==> src/rtl/operator_pkg.sv <==
// Shared types and constants for operator_sequencer: FSM state encoding and op-select codes.
package operator_pkg;

  typedef enum logic [1:0] {
    IDLE = 2'd0,
    RUN  = 2'd1,
    STEP = 2'd2
  } state_t;

  localparam int OP_W            = 3;
  localparam int NUM_OPS_DEFAULT = 5;

  localparam logic [OP_W-1:0] OP_0 = 3'd0;
  localparam logic [OP_W-1:0] OP_1 = 3'd1;
  localparam logic [OP_W-1:0] OP_2 = 3'd2;
  localparam logic [OP_W-1:0] OP_3 = 3'd3;
  localparam logic [OP_W-1:0] OP_4 = 3'd4;

endpackage

==> src/rtl/operator_sequencer_btn_edge.sv <==
// Button conditioner: 2-flop synchroniser, optional debounce filter (DEBOUNCE_EN), rising-edge pulse.
module btn_edge #(
  parameter int DEBOUNCE_CYCLES = 1_000_000
) (
  input  logic clk,
  input  logic rst_n,
  input  logic btn_raw,
  output logic pulse
);

  logic sync_a;
  logic sync_b;
  logic level;
  logic level_q;

  always_ff @(posedge clk or negedge rst_n) begin
    if (!rst_n) begin
      sync_a <= 1'b0;
      sync_b <= 1'b0;
    end else begin
      sync_a <= btn_raw;
      sync_b <= sync_a;
    end
  end

`ifdef DEBOUNCE_EN
  localparam int CW = $clog2(DEBOUNCE_CYCLES + 1);
  localparam logic [CW-1:0] CNT_LAST = CW'(DEBOUNCE_CYCLES - 1);

  logic [CW-1:0] cnt;

  // The filtered level only follows the synchronised input after a full run of differing samples.
  always_ff @(posedge clk or negedge rst_n) begin
    if (!rst_n) begin
      cnt   <= '0;
      level <= 1'b0;
    end else if (sync_b == level) begin
      cnt <= '0;
    end else if (cnt == CNT_LAST) begin
      cnt   <= '0;
      level <= sync_b;
    end else begin
      cnt <= cnt + 1'b1;
    end
  end
`else
  assign level = sync_b;

  logic unused_cfg;
  assign unused_cfg = (DEBOUNCE_CYCLES > 0);
`endif

  always_ff @(posedge clk or negedge rst_n) begin
    if (!rst_n) level_q <= 1'b0;
    else        level_q <= level;
  end

  assign pulse = level & ~level_q;

endmodule

==> src/rtl/operator_sequencer.sv <==
// Operand latch and op-select stepper for the operator/display datapath (auto dwell or manual step).
// Optional button debounce filtering is enabled with the DEBOUNCE_EN macro.
module operator_sequencer
  import operator_pkg::*;
#(
  parameter int DWELL_CYCLES    = 100_000_000,
  parameter int NUM_OPS         = NUM_OPS_DEFAULT,
  parameter int DEBOUNCE_CYCLES = 1_000_000
) (
  input  logic               clk,
  input  logic               rst_n,
  input  logic [3:0]         sw_m,
  input  logic [3:0]         sw_n,
  input  logic               auto_mode,
  input  logic               btn_load,
  input  logic               btn_step,
  input  logic               btn_clr,
  output logic [3:0]         m,
  output logic [3:0]         n,
  output logic [OP_W-1:0]    choose,
  output logic [NUM_OPS-1:0] op_led,
  output logic               active,
  output logic               cycle_done,
  output state_t             fsm_state
);

  localparam int CW = $clog2(DWELL_CYCLES);
  localparam logic [CW-1:0]   CNT_LAST = CW'(DWELL_CYCLES - 1);
  localparam logic [OP_W-1:0] LAST_OP  = OP_W'(NUM_OPS - 1);

  state_t state_q, state_d;
  logic [CW-1:0]      cnt, cnt_d;
  logic [3:0]         m_d, n_d;
  logic [OP_W-1:0]    choose_d;
  logic [NUM_OPS-1:0] led_d;
  logic               active_d, done_d, adv;
  logic               load_p, step_p, clr_p;

  logic unused_ops;
  assign unused_ops = ^{OP_1, OP_2, OP_3, OP_4};

  btn_edge #(.DEBOUNCE_CYCLES(DEBOUNCE_CYCLES)) u_load (
    .clk(clk), .rst_n(rst_n), .btn_raw(btn_load), .pulse(load_p));
  btn_edge #(.DEBOUNCE_CYCLES(DEBOUNCE_CYCLES)) u_step (
    .clk(clk), .rst_n(rst_n), .btn_raw(btn_step), .pulse(step_p));
  btn_edge #(.DEBOUNCE_CYCLES(DEBOUNCE_CYCLES)) u_clr (
    .clk(clk), .rst_n(rst_n), .btn_raw(btn_clr), .pulse(clr_p));

  assign fsm_state = state_q;

  always_ff @(posedge clk or negedge rst_n) begin
    if (!rst_n) begin
      state_q    <= IDLE;
      cnt        <= '0;
      m          <= '0;
      n          <= '0;
      choose     <= OP_0;
      op_led     <= '0;
      active     <= 1'b0;
      cycle_done <= 1'b0;
    end else begin
      state_q    <= state_d;
      cnt        <= cnt_d;
      m          <= m_d;
      n          <= n_d;
      choose     <= choose_d;
      op_led     <= led_d;
      active     <= active_d;
      cycle_done <= done_d;
    end
  end

  // Same-cycle priority: clr, then load, then step pulse / dwell terminal.
  always_comb begin
    state_d  = state_q;
    cnt_d    = cnt;
    m_d      = m;
    n_d      = n;
    choose_d = choose;
    done_d   = 1'b0;
    adv      = 1'b0;
    if (clr_p) begin
      state_d  = IDLE;
      choose_d = OP_0;
      cnt_d    = '0;
    end else if (load_p) begin
      m_d      = sw_m;
      n_d      = sw_n;
      choose_d = OP_0;
      cnt_d    = '0;
      state_d  = auto_mode ? RUN : STEP;
    end else begin
      case (state_q)
        RUN: begin
          if (!auto_mode) begin
            state_d = STEP;
            cnt_d   = '0;
          end else if (cnt == CNT_LAST) begin
            cnt_d = '0;
            adv   = 1'b1;
          end else begin
            cnt_d = cnt + 1'b1;
          end
        end
        STEP: begin
          cnt_d = '0;
          adv   = step_p;
          if (auto_mode) state_d = RUN;
        end
        default: ;
      endcase
    end
    if (adv) begin
      if (choose == LAST_OP) begin
        choose_d = OP_0;
        done_d   = 1'b1;
      end else begin
        choose_d = choose + 1'b1;
      end
    end
    active_d = (state_d != IDLE);
    led_d    = active_d ? (NUM_OPS'(1) << choose_d) : '0;
  end

endmodule
==> config.mk <==
export PLATFORM = sky130hd
export DESIGN_NAME = operator_sequencer
export DESIGN_NICKNAME = d
export VERILOG_FILES = /design/src/rtl/operator_pkg.sv /design/src/rtl/operator_sequencer_btn_edge.sv /design/src/rtl/operator_sequencer.sv
export SDC_FILE = /design/constraint.sdc
export NUM_CORES = 1
export LEC_CHECK = 0
export BUFFER_PORTS_ARGS = -buffer_cell sky130_fd_sc_hd__buf_2
export CAP_MARGIN = 25
export CORE_ASPECT_RATIO = 1.2
export CORE_MARGIN = 5
export CORE_UTILIZATION = 60
export CTS_CLUSTER_DIAMETER = 100
export DETAILED_ROUTE_END_ITERATION = 10
export PLACE_DENSITY = 0.8
export SLEW_MARGIN = 20
export SYNTH_ARGS = -nofsm -noshare
export SYNTH_HDL_FRONTEND = slang
export SYNTH_SLANG_ARGS = --single-unit
==> constraint.sdc <==
create_clock -name clk -period 3.6 [get_ports clk]
set_input_delay 0.72 -clock clk [delete_from_list [all_inputs] [get_ports clk]]
set_output_delay 0.72 -clock clk [all_outputs]
set_load 0.005 [all_outputs]
Word level (Yosys, flattened, before mapping)
Cells that the tools add are included.
{"block": "totals", "register_bits": 56, "inputBits": 14, "wordCells": 57}
{"block": "classes", "add_sub_neg": 2, "eq_ne": 4, "shifts": 1, "n_mux": 23, "n_bitwise": 7, "reduce_logical": 3}
{"cell": "27-bit two-way mux", "n": 4}
{"cell": "27-bit one-hot mux with 2 select lines", "n": 1}
{"cell": "27-bit by 1-bit adder with 27-bit output, second input constant", "n": 1}
{"cell": "27-bit equality test, second input constant", "n": 1}
{"cell": "3-bit two-way mux", "n": 4}
{"cell": "2-bit two-way mux", "n": 5}
{"cell": "1-bit two-way mux", "n": 6}
{"cell": "5-bit two-way mux", "n": 1}
{"cell": "1-bit by 3-bit left shift with 5-bit output, first input constant", "n": 1}
{"cell": "1-bit NOT", "n": 4}
{"cell": "2-bit one-hot mux with 2 select lines", "n": 1}
{"cell": "4-bit nonzero test", "n": 1}
{"cell": "3-bit by 1-bit adder with 3-bit output, second input constant", "n": 1}
{"cell": "1-bit AND", "n": 3}
{"cell": "3-bit equality test, second input constant", "n": 1}
{"cell": "2-bit by 1-bit equality test with 1-bit output, second input constant", "n": 1}
{"cell": "2-bit equality test, second input constant", "n": 1}
{"cell": "1-bit one-hot mux with 2 select lines", "n": 1}
{"cell": "2-bit AND reduction", "n": 1}
{"cell": "2-bit nonzero test", "n": 1}

Longest topological paths before layout
Gate-level depths: netlist of run 1.
{"block": "logic_depth", "depth_word": 9, "ltp_mapped": 10, "ltp_nobuf": 8}

Cells and area by module
From an unflattened synthesis of run 1, not the netlist that was laid out.
{"block": "unflattened", "hier_cells": 272, "hier_area_um2": 2701.3}
{"mod": "operator_sequencer", "instances": 1, "cells_each": 260, "area_each_um2": 2434.8, "seq_area_each_um2": 1176.1}
{"mod": "btn_edge", "instances": 3, "cells_each": 4, "area_each_um2": 88.8, "seq_area_each_um2": 75.1}

Least setup slack after synthesis of run 1
Ideal clock, no wire load.
{"block": "synth_path", "kind": "register to register", "from": "register state_q[0] (netlist: fsm_state[0])", "to": "register op_led[4]", "setup_ns": 0.067, "t_arrival_ns": 1.846, "required_ns": 3.533, "slack_ns": 1.687, "stages_incl_launch_ff": 10, "n_path_buf": 1, "cell_sequence": "dfrtp_1 -> inv_1 -> ha_1 -> clkbuf_1 -> nand3b_1 -> nand3b_1 -> a21oi_1 -> a211oi_2 -> nand2_1 -> and3b_1"}
{"block": "synth_via", "elab_chain_len": 7, "word_cells_on_any_way": 14, "cone_classes": "eq/ne (2); shift (1); mux (10); reduce/logical (1)"}
{"element": "from (decl)", "line": "operator_sequencer.sv:31", "source": "state_t state_q, state_d;"}
{"element": "from (signal assigned)", "line": "operator_sequencer.sv:62", "source": "state_q <= state_d;"}
{"element": "2-bit equality test / 2-bit by 1-bit equality test with 1-bit output (equally long branches)", "line": "operator_sequencer.sv:93", "source": "case (state_q)"}
{"element": "1-bit one-hot mux with 2 select lines", "line": "operator_sequencer.sv:93"}
{"element": "1-bit two-way mux", "line": "operator_sequencer.sv:86", "source": "end else if (load_p) begin"}
{"element": "1-bit two-way mux", "line": "operator_sequencer.sv:82", "source": "if (clr_p) begin"}
{"element": "3-bit two-way mux", "line": "operator_sequencer.sv:113", "source": "if (adv) begin"}
{"element": "1-bit by 3-bit left shift with 5-bit output", "line": "operator_sequencer.sv:122", "source": "led_d = active_d ? (NUM_OPS'(1) << choose_d) : '0;"}
{"element": "5-bit two-way mux *", "line": "operator_sequencer.sv:122"}
{"element": "named net led_d[4]", "line": "operator_sequencer.sv:35", "source": "logic [NUM_OPS-1:0] led_d;"}
{"element": "to (signal assigned)", "line": "operator_sequencer.sv:67", "source": "op_led <= led_d;"}
{"element": "to (decl)", "line": "operator_sequencer.sv:21", "source": "output logic [NUM_OPS-1:0] op_led,"}
The timed path passes the listed nets; every way through them passes the cells marked *.
A chain may end at the register's enable or synchronous reset.

Worst setup path in the final report of run 1
{"block": "layout_path", "from": "register state_q[0] (netlist: fsm_state[0])", "to": "register cnt[16]"}
{"block": "layout_via", "elab_chain_len": 4, "word_cells_on_any_way": 6, "cone_classes": "eq/ne (2); mux (3); reduce/logical (1)"}
{"element": "2-bit equality test / 2-bit by 1-bit equality test with 1-bit output (equally long branches)", "line": "operator_sequencer.sv:93"}
{"element": "27-bit one-hot mux with 2 select lines", "line": "operator_sequencer.sv:93"}
{"element": "27-bit two-way mux", "line": "operator_sequencer.sv:86"}
{"element": "27-bit two-way mux", "line": "operator_sequencer.sv:82"}
{"element": "to (signal assigned)", "line": "operator_sequencer.sv:63", "source": "cnt <= cnt_d;"}
{"element": "to (decl)", "line": "operator_sequencer.sv:32", "source": "logic [CW-1:0] cnt, cnt_d;"}
Parallel ways exist; a longest one is shown, timed or not.

==> out/results.txt, run 1 <==
The tightest hold path in the finished design has a slack of 0.3569 ns. Global-route wire length before repair: 10.34 mm. The most used flip-flop cell after synthesis is dfrtp_1. After filler insertion, the fill cell instance count of the layout stands at 365.

Path class of the lowest-slack min-delay path: register to register. Summing all multi-input logic gate instances after layout gives 0.001368 mm^2. The power density over cell area was 498.1 mW/mm^2; the area enclosed by the die boundary was 0.006316 mm^2. The startpoint identified for the worst register-to-register timing path is fsm_state[0]. The number of H-tree levels was 2; the synthesis-to-finish area growth was 9.732%. The worst setup path is launched from a register. The startpoint of the most critical hold path was u_clr.sync_a. In this run the worst path has a maximum fanout of 29. Per report_power, the sequential group accounts for 47.0% of the total.

In this run the tightest slew margin relative to its limit is 53.15%. Post-synthesis register bit count: 56. Across the VDD grid, the largest voltage drop is 288.8 uV. Averaged over all synthesized cells, the footprint is 9.740 um^2. For the number of hold violations in the final report, the log shows 0. The run gives 0 as the post-detailed-route count of antenna-violating nets. In the finished design, the share of the clock period the worst path needs comes to 62.43%. For the initial cell density of the core, the log shows 62.50%. The analysis attributes to net switching a power of 0.5381 mW.

The run gives 30.4% as the power share of the combinational group. The minimum setup slack among reg-to-reg paths is 1.35 ns. The detailed router placed 2,319 vias in this run. The depth of the worst register-to-register path works out to 8. OpenSTA, run right after detailed placement, puts the worst setup slack at 1.363 ns.

The total routing resource utilization after global routing is 20.32%. The endpoint identified for the worst register-to-register timing path is cnt[16]. The Yosys step of the flow raised 0 warnings. The critical path data arrival time was 2.47 ns; the via density per instance was 5.992.

The proportion of layout cells with a drive suffix above 1 came out at 19.45%. Setup violations remaining at the end of the flow were counted as 0. The number of antenna violations at the first check in global routing was 0; the measured slew at the worst slew-check pin was 0.7002 ns.

The tree built by TritonCTS fans out to 56 sinks. The floorplan step defined a core boundary enclosing 0.004628 mm^2. For this design, the CTS-stage hold fixing added 0 buffers.

Summing the sequential cell areas from Yosys gives 48.44% of the chip area. Clock root buffer: clkbuf_8. The logs give 316 for the total nets after synthesis and 22.6% for the clock share of power. The max-slew violation count was 0. The type of the worst setup path is register to register.

The synthesized design contains 0 enable-type register cells. The run gives 4.224 mm as the estimated wirelength of the detail-placed design. After synthesis, the share of flip-flops with an asynchronous set or reset is 100.0%. No sink is reached through more buffers than the 2 on the longest clock path. Routability-driven placement finished with a final weighted congestion of 0.8731. The horizontal die dimension is 73.39 um.

The worst path meets setup with 1.352 ns of slack. The number of distinct library cells after synthesis came out at 50. The net count of the finished layout is 347. The worst hold path terminates at u_clr.level. Across the routed clock network, the largest skew measured is 0.006987 ns.

For this design the static power due to leakage is 1.438 nW. Clock-pin slew was measured on the worst setup and hold paths at 0.10 ns. TritonCTS built the clock tree. The number of primary I/O pins was 34; the total area of sequential cells was 0.001401 mm^2. After clock tree synthesis, the repair step resized 0 gates.

The tool flagged a number of max-cap violations equal to 0. The mapped cell area is 0.002893 mm^2, and the number of I/O port buffers is 33. Entering global routing, the biggest net connects 31 pins. For the number of global-route vias before repair, the log shows 2,169. For the worst-skew pair, the clock arrives at the later sink with an insertion delay of 0.31 ns. For this run, the top clock speed supported by timing is 444.9 MHz. The flow ran to the end, and the final reports show no timing, DRC or antenna violations. The number of antenna diodes in the final layout is 0.

The first detailed-routing pass ran for 4 iterations. Buffers added to address setup during post-CTS repair amount to 0. For this run, design rule violations remaining after detail routing come to 0.

In the synthesized netlist, the number of instances is 297. For this block, the routed nets add up to 5.848 mm of wire. For the internal power, the log shows 1.043 mW.

The average routed wire per standard cell is 15.11 um. The number of buffers inserted during clock tree synthesis came out at 5. Setup repair after global routing left no endpoint under its margin.

The total overflow left after global routing is 0. The worst hold path was traced through 0 stages. For the data required time of the worst path, the log shows 3.83 ns. Summed over all failing endpoints, the final setup total negative slack is 0 ns.

Net switching is 34.03% of the power. The floorplan has 27 rows. The initial detailed-routing violation count was 163; the chip height was 86.06 um. The capturing element type of the critical path is a register. The final critical-path required period works out to 2.248 ns.
==> cell families after synthesis <==
group | share of synthesized area, %
fa+ha+maj | 2.163
compound gates | 17.04
flops | 48.44
mux | 3.114
simple gates | 24.96
buf+inv | 4.282
==> through the flow <==
stage	std cells	total power, mW	util, %	instance area, um^2
final	387	1.581	68.59	3174
after floorplan	297	1.089	-	2893
after CTS	387	1.595	68.59	3174
after global placement	379	1.222	66.50	3078
after detailed placement	379	1.238	66.50	3078
after global routing	387	1.702	68.59	3174
==> sequential cells by signal, indices dropped and copies added (netlist names) <==
signal          cells
n                   4
choose              3
u_load.sync_a       1
u_step.level        1
active              1
u_clr.sync_a        1
cycle_done          1
u_load.level_q      1
m                   4
u_clr.level         1
fsm_state           2
op_led              5
u_clr.level_q       1
u_load.level        1
u_step.level_q      1
u_step.sync_a       1
cnt                27
==> Yosys cell counts (2+ instances only) <==
| cell type | instances | area share [%] |
|---|---|---|
| nand4_1 | 9 | 1.9 |
| o211ai_1 | 2 | 0.52 |
| nor3_1 | 4 | 0.69 |
| inv_1 | 11 | 1.4 |
| nor2_1 | 11 | 1.4 |
| nor2b_1 | 5 | 1.1 |
| a21oi_1 | 13 | 2.2 |
| clkbuf_1 | 2 | 0.26 |
| nand3b_1 | 4 | 1.0 |
| nor4b_1 | 2 | 0.61 |
| ha_1 | 5 | 2.2 |
| dfrtp_1 | 56 | 48 |
| buf_4 | 3 | 0.78 |
| o21ai_0 | 39 | 6.7 |
| buf_2 | 6 | 1.0 |
| and3_1 | 9 | 1.9 |
| o21ai_1 | 10 | 1.7 |
| nand3_1 | 10 | 1.7 |
| and2b_1 | 3 | 0.78 |
| buf_6 | 2 | 0.78 |
| mux2_2 | 8 | 3.1 |
| and2_1 | 3 | 0.65 |
| a211oi_2 | 2 | 0.86 |
| a31oi_1 | 8 | 1.7 |
| o31ai_1 | 5 | 1.3 |
| and4_1 | 4 | 1.2 |
| nand2_1 | 35 | 4.5 |
| nand2b_1 | 4 | 0.86 |
==> final cells by class <==
| class | count | share of cell area, % |
|---|---|---|
| well taps | 58 | 2.286 |
| multi-input cells | 217 | 43.08 |
| flip-flops and latches | 56 | 44.15 |
| repair buffers | 37 | 6.149 |
| inverters | 11 | 1.301 |
| clock inverters | 2 | 0.4336 |
| clock buffers | 6 | 2.602 |
==> worst max-delay path: stages (launching register included) <==
cell and delay, ns:
dfrtp_1 0.39, inv_1 0.07, ha_1 0.45, nor4_2 0.40, o21ai_1 0.11, buf_4 0.24
and2b_1 0.28, nand2_1 0.06, o21ai_0 0.16
==> power groups by stage <==
stage / Clock (mW) / Sequential, mW / Combinational (mW)
floorplan: 0 / 0.758 / 0.330
global placement: 0 / 0.753 / 0.469
detailed placement: 0 / 0.757 / 0.481
CTS: 0.367 / 0.744 / 0.483
global route: 0.396 / 0.755 / 0.551
finish: 0.357 / 0.743 / 0.481
==> cells in the final DEF, fill, tap and decap left out, types with 9 or more instances in the layout <==
cell,count
o21ai_0,39
nand3_1,10
nor2_1,11
a21oi_1,13
o21ai_1,10
buf_2,33
inv_1,11
nand4_1,9
nand2_1,35
and3_1,9
dfrtp_1,56
==> metal layers <==
layer	vias up	wire [um]	GRT usage, %
li1	1145	-	-
met1	1129	2603	27.90
met2	38	2962	33.28
met3	7	195	3.634
met4	0	87	4.942
met5	-	0	0
==> worst max-delay path by stage <==
stage,cells past startpoint,slack (ns),startpoint,to
floorplan,9,1.69,fsm_state[0],op_led[4]
global placement,7,1.46,fsm_state[0],op_led[4]
detailed placement,8,1.36,fsm_state[0],cnt[16]
CTS,8,1.34,fsm_state[0],cnt[16]
global route,8,1.10,fsm_state[0],cnt[16]
finish,8,1.35,fsm_state[0],cnt[16]
Power figures use the tool's default switching activity.
==> inputs of run 2 (changes only) <==
ABC_AREA = 1   (was not set)
CORE_UTILIZATION = 52   (was 60)
PLACE_DENSITY = 0.73   (was 0.8)
clock period = 1.9 ns   (was 3.6 ns; I/O delays follow)
==> run 2 against run 1 <==
- via count is 8.8% higher
- power is 75% higher
- cell area is 6.5% higher
- critical path type unchanged
- register-to-register slack worse by 1.2 ns
==> out/results.txt, run 2 <==
The library cells used most frequently in the layout, excluding fill and tap cells, are 98 x nand2_1, 56 x dfrtp_1, 42 x inv_1. The post-synthesis cell type with the largest combined area is dfrtp_1. Summing the areas of all compound-gate instances in the mapped netlist gives 9.193% of the synthesized area. The number of buffers added to fix hold violations after cts is 0. Routability-driven placement finished with a final weighted congestion of 0.8455. The run gives 366 as the gate count after technology mapping. Summed over all cells, the static leakage comes to 1.638 nW. The top cell type by area accounts for 48.34% of the synthesized area.

In this run, synthesis inferred 0 flip-flops with an integrated enable. The commonest cells after synthesis are 100 x nand2_1, 56 x dfrtp_1, 43 x inv_1. The critical path in this run is classified as register to register. STA classifies the critical path endpoint as a register.

The cell area after layout is 0.003381 mm^2, and the internal power is 1.850 mW. The worst setup skew after layout is 0.01287 ns. The root buffer cell chosen for the clock tree is clkbuf_8. In this run switching power makes up 33.26% of total power.

For the number of global-route vias before repair, the log shows 2,419. The total overflow left after global routing is 0. STA puts the critical path data arrival time at 2.03 ns.

Timing would allow up to 559.6 MHz. Ranked by flip-flop count, first place goes to cnt. The library cell used most frequently in the layout, excluding fill and tap cells, is nand2_1. Once placement finished, the instance area stood at 0.003214 mm^2.

After detailed routing, the number of vias per cell comes to 5.269. The die covers 0.007174 mm^2. Number of H-tree levels: 2. The synthesized-area fraction occupied by adder cells was 2.158%. The run gives 34 as the number of distinct library cells after synthesis. The total area inside the core boundary comes to 0.005370 mm^2.

Of the total synthesized cell area, the portion taken by XOR and XNOR cells is 0.9063%. Cells fill 62.95% of the core in the end. Sequential cells burn 47.7% of the power. The max-capacitance violation count was 0; the number of I/O port buffers was 33.

In this run the tightest slew margin relative to its limit is 73.86%. The tools report the maximum count of clock buffers along a single path as 2. Cells with a size suffix above 1 make up 21.10% of the layout. The run gives 0.002899 mm^2 as the mapped cell area. Once detail routing completed, the nets flagged for antenna violations numbered 0. The tools report the final-layout fill cell count as 458. After the first detailed-routing iteration, the DRC count stood at 98.

In this run, placement finished with an instance count of 467. VDD sags by at most 627.9 uV. The most used flip-flop cell after synthesis is dfrtp_1.

Power share of the combinational group: 27.2%. The routed layout has 2,524 vias. In the final layout, the registers with the most flip-flops are cnt x27, op_led x5. The synthesized netlist devotes 32.15% of its cell area to simple gates. The total nets after synthesis came out at 385. By area the synthesized netlist is led by dfrtp_1 48%, nand2_1 13%, inv_1 5.6%. The average routed wire per standard cell was 13.76 um; the initial cell density of the core was 53.98%. The total number of nets in the final design was 435. The detailed-routing iteration count for the pre-antenna-repair pass was 4; the number of buffers inserted during clock tree synthesis was 5. The run gives 0.9221 mW as the switching component of the power. The tools report the number of primary I/O pins as 34. The min-delay analysis places its worst path in the category input port to asynchronous set/reset pin.

After synthesis, the largest family of logic cells by area is simple AND/OR/NAND/NOR gates. The final instance count without filler cells was 479; the detailed-route DRC error count was 0. For this design the ratio of total power to cell area is 820.0 mW/mm^2. In this run, the clock network consumes 25.1% of the power.

The first global-routing pass estimated 10.67 mm of wire. Averaged over all synthesized cells, the footprint is 7.921 um^2. STA puts the critical path data required time at 2.15 ns. The worst-path maximum fanout is 6.

After layout, the minimum clock period comes to 1.787 ns. The tree built by TritonCTS fans out to 56 sinks. The share of synthesized area occupied by flip-flops and latches was 48.34%. The flow ran to the end, and the final reports show no timing, DRC or antenna violations. For the number of synthesis warnings, the log shows 0.

The fraction of synthesis flops using an asynchronous set or reset pin came out at 100.0%. The most frequent cell after synthesis is nand2_1. The run gives 4.802 mm as the estimated wirelength of the detail-placed design.

The number of antenna diodes in the final layout is 0. The register with the most flip-flops in the layout has 27 of them. The tools report the max-slew violation count as 0.

The run gives 0 as the number of antenna violations at the first check in global routing. The die is 78.16 um wide. Entering global routing, the biggest net connects 57 pins. STA classifies the critical path startpoint as a register. The tools report the total routing resource utilization after global routing as 18.33%. The run gives 6.590 mm as the overall routed net length. At the pin with the least slew margin, the transition time is 0.3885 ns.

The post-synthesis register bit count was 56. After clock tree synthesis, the clock-pin slew on the worst setup and hold paths is 0.10 ns. The logs give 29 for the number of rows in the core area and 0.32 ns for the clock latency on the worst-skew pair.

In the synthesized netlist, mux cells make up 0% of the area. The run gives 0 as the setup-violating endpoint count in the final report. In this run the vertical extent of the chip is 91.79 um.

Relative to the synthesized area, the layout overhead comes to 16.62%. TritonCTS built the clock tree. Number of hold violations in the final report: 0. The share of the cycle needed by the critical path after routing came out at 94.04%.
[run 2: critical path, stage by stage (launching register included)]
cell and delay, ns:
dfrtp_1 0.40, inv_2 0.11, ha_4 0.22, or2_4 0.25
nor3_4 0.20, nand2_2 0.12, buf_6 0.15, a21oi_1 0.12
o21ai_1 0.08, o21ai_0 0.07
[run 2: layer usage]
layer  GRT usage (%)  routed length [um]  part of all wire [%]  vias up
met3           3.627                 265                   4.0       11
met4           7.143                 128                   1.9        0
li1                -                   -                     -     1267
met1           21.35                2598                    39     1208
met5               0                   0                     0        -
met2           32.93                3597                    55       38
[run 2: cell families (layout without fill, tap and decap cells)]
logic type,after synthesis,in the layout
AOI/OAI and AO/OA,50,50
buffers and inverters,54,105
and+or+nand+nor,198,198
DFF,56,56
xor gates and xnor gates,3,3
adders and majority gates,5,5
[run 2: layout make-up]
cell class	instances	area [um^2]	area share [%]
clock inverter	3	27.53	0.8142
clock buffer	5	68.82	2.036
timing repair buffer	49	301.5	8.919
sequential	56	1401	41.45
multi-input combinational	256	1321	39.08
inverter	48	182.7	5.403
tap	62	77.57	2.295
[run 2: per-stage QoR]
step                      TNS (ns)  hold slack (ns)  worst slack [ns]  power [mW]
after floorplan                  0          0.08441            0.1528       1.706
after global placement           0           0.3325            0.1246       1.983
after detailed placement         0           0.3428           0.04344       2.006
after CTS                        0          0.04152           0.02765       2.702
after global routing      -0.06571          0.05628          -0.01618       2.932
final                            0          0.03556            0.1132       2.772
[run 2: power groups by stage]
stage	combinational [mW]	sequential (mW)	clock, mW
after floorplan	0.355	1.35	0
after global placement	0.645	1.34	0
after detailed placement	0.667	1.34	0
after CTS	0.667	1.32	0.718
after global routing	0.840	1.34	0.755
final	0.754	1.32	0.695
[run 2: path summary, 6_finish.rpt]
check | start | to | slack (ns) | depth (start not counted)
hold / removal | rst_n | cnt[13] | 0.04 | 2
setup reg to reg | fsm_state[0] | cnt[10] | 0.11 | 9
setup / recovery | fsm_state[0] | cnt[10] | 0.11 | 9
hold reg to reg | u_load.sync_a | u_load.level | 0.37 | 0
max in group asynchronous | rst_n | fsm_state[1] | 1.61 | 2
min in group clk | btn_load | u_load.sync_a | 0.15 | 1
[run 2: repair_timing]
action | 4_1_cts | 5_1_grt
setup endpoints to repair | 0 | 28
resized for setup | 0 | 12
setup buffers | 0 | 3
==> inputs of run 3 (changes only) <==
==> constraint.sdc (replaced) <==
create_clock -name clk -period 1.9 [get_ports clk]
set_input_delay 0.19 -clock clk [delete_from_list [all_inputs] [get_ports clk]]
set_output_delay 0.19 -clock clk [all_outputs]
set_load 0.005 [all_outputs]
==> run 3 against run 2 <==
- the flow now finishes with violations (negative hold slack)
- clock skew down 0.0048 ns
- register-to-register slack about the same
- cell count unchanged
- power up 3.4%
- first-iteration DRC count up 46%
- utilization up 0.47 points
- sequential share of layout area down 0.30 points
- flip-flop and latch count unchanged
- global-route usage up 0.51 points
- critical path depth down 1
- sequential power about the same
- non-clock buffer count unchanged
- largest power group unchanged
==> out/results.txt, run 3 (synthesis results as in run 2) <==
Detailed routing inserted a total of 2,494 vias. The clock latency on the worst-skew pair is 0.32 ns, and the number of primary I/O pins is 34. The logs give 14 for the number of hold violations in the final report and 6.438 mm for the overall routed net length. The tools report the total global routing overflow as 0.

In this run the critical register-to-register path is launched from fsm_state[0]. The leakage dissipation is 1.659 nW, and the detailed-routing iteration count for the pre-antenna-repair pass is 4. For the total number of nets in the final design, the log shows 435. TritonCTS built the clock tree.

The flow ran to the end, but the final reports show violations. Total power: 2.868 mW. The most common cell after layout, fill and taps aside was nand2_1.

The depth of the worst register-to-register path was 8; the maximum achievable frequency was 557.0 MHz. The root buffer cell chosen for the clock tree is clkbuf_8. From bottom edge to top edge, the die measures 91.79 um. The max-slew violation count is 0. The startpoint of the worst setup timing path was fsm_state[0]. The critical path capture point was cnt[6]. The total routing resource utilization after global routing was 18.84%; the number of H-tree levels was 2.

In this run the worst path has a maximum fanout of 7. The congestion estimate from routability-driven global placement came to 0.8384. The register with the most flip-flops was cnt. For flop-to-flop paths, the worst setup slack is 0.10 ns.

STA classifies the critical path endpoint as a register. The top cell types in the final layout, fill and taps aside, are 97 x nand2_1, 56 x dfrtp_1, 42 x inv_1. For this configuration, the core starts out at a cell density of 53.98%. Input and output buffers added on the ports amount to 33. The run gives 29 as the number of rows in the core area. The type of the worst setup path is register to register. The number of antenna diodes in the final layout is 0. Measured slew at the worst slew-check pin: 0.6958 ns. Headroom to the max-slew limit came out at 53.61%. The worst setup skew after layout came out at 0.008036 ns.

In this run the worst hold path is classified as input port to asynchronous set/reset pin. The run gives 10.87 mm as the global-route wire length before repair. From synthesis to final layout, the design area changed by 17.48%. In the final layout, the registers with the most flip-flops are cnt x27, op_led x5. At the end of the flow the core is filled with cells to 63.42%. The share of the cycle needed by the critical path after routing was 94.49%; the power density over cell area was 842.0 mW/mm^2. After floorplanning, the core was sized to cover 0.005370 mm^2. The initial detailed-routing violation count was 143; the post-detailed-route count of antenna-violating nets was 0. For the peak supply drop, the log shows 607.4 uV.

The die covers 0.007174 mm^2. The longest clock path from root to sink contains 2 buffers. The checks that failed: negative hold slack. The type of element launching the critical path is a register.

Fill cells in the final layout number 482. Setup violations remaining at the end of the flow were counted as 0. The number of global-route vias before repair came out at 2,487.

The horizontal die dimension is 78.16 um, and the critical path data arrival time is 2.03 ns. The average routed wire per standard cell is 13.44 um. In this run the critical register-to-register path is captured at cnt[6]. The worst hold slack is -0.004700 ns.

The data required time of the worst path was 2.14 ns. Clock-pin slew was measured on the worst setup and hold paths at 0.10 ns. The tools report the estimated wirelength of the detail-placed design as 4.708 mm. Entering global routing, the biggest net connects 57 pins.

The worst path in the final design needs a cycle of 1.795 ns, including I/O delays and setup. Number of flip-flops under the largest register name: 27. Dividing the detail-routed via count by the number of cells gives 5.207. The tools report the number of antenna violations at the first check in global routing as 0. The total clock sinks came out at 56. Detailed-route DRC error count: 0. Clock tree synthesis inserted a total of 5 buffers. The run gives 0 as the max-capacitance violation count.

The post-route netlist has 20.86% of its cells at a drive strength greater than 1.
## run 3: worst max-delay path: stages, from the launching register on
cell,delay [ns]
dfrtp_1,0.40
inv_2,0.10
ha_4,0.21
or2_4,0.25
nor3_4,0.21
nand2_2,0.12
buf_6,0.16
buf_4,0.13
o21ai_0,0.14
## run 3: cell type report
class | instances | area (um^2) | share of cell area [%]
Multi-Input combinational cell | 256 | 1333 | 39.13
Inverter | 48 | 182.7 | 5.364
Clock buffer | 5 | 68.82 | 2.021
Sequential cell | 56 | 1401 | 41.15
Clock inverter | 3 | 46.29 | 1.359
Tap cell | 62 | 77.57 | 2.278
Timing Repair Buffer | 49 | 296.5 | 8.707
## run 3: routing by layer
layer	routed length, um	share of wire (%)	track usage (%)	vias up
li1	-	-	-	1277
met3	280	4.3	3.922	11
met5	0	0	0	-
met4	121	1.9	7.872	0
met1	2655	41	22.02	1154
met2	3380	53	33.36	52
## run 3: where the power goes
part	internal (mW)	leakage (nW)	switching, mW
clock network	0.398	0.0548	0.406
logic	0.299	0.862	0.441
registers	1.28	0.743	0.0480
## run 3: through the flow
step           area (um^2)  setup WS (ns)  setup TNS (ns)  std cells
2_1_floorplan         2899         0.1528               0        366
3_3_place_gp          3179        0.08396               0        464
3_5_place_dp          3179       0.004215               0        464
4_1_cts               3327        0.01355               0        475
5_1_grt               3406      -0.004182       -0.004352        479
6_report              3406         0.1047               0        479
## run 3: worst min-delay path by stage
stage	startpoint	end	slack, ns	cells after the start
finish	rst_n	cnt[15]	-0.005	2
global route	sw_n[2]	n[2]	0.06	3
CTS	rst_n	cnt[0]	0.02	2
detailed placement	btn_load	u_load.sync_a	0.30	1
global placement	btn_step	u_step.sync_a	0.30	1
floorplan	rst_n	active	-0.11	0
## run 3: timing repair
item	CTS	global route
hold buffers	3	0
resized for setup	1	13
hold endpoints to repair	3	0
setup endpoints to repair	2	16
pin swaps	0	5
setup buffers	0	4
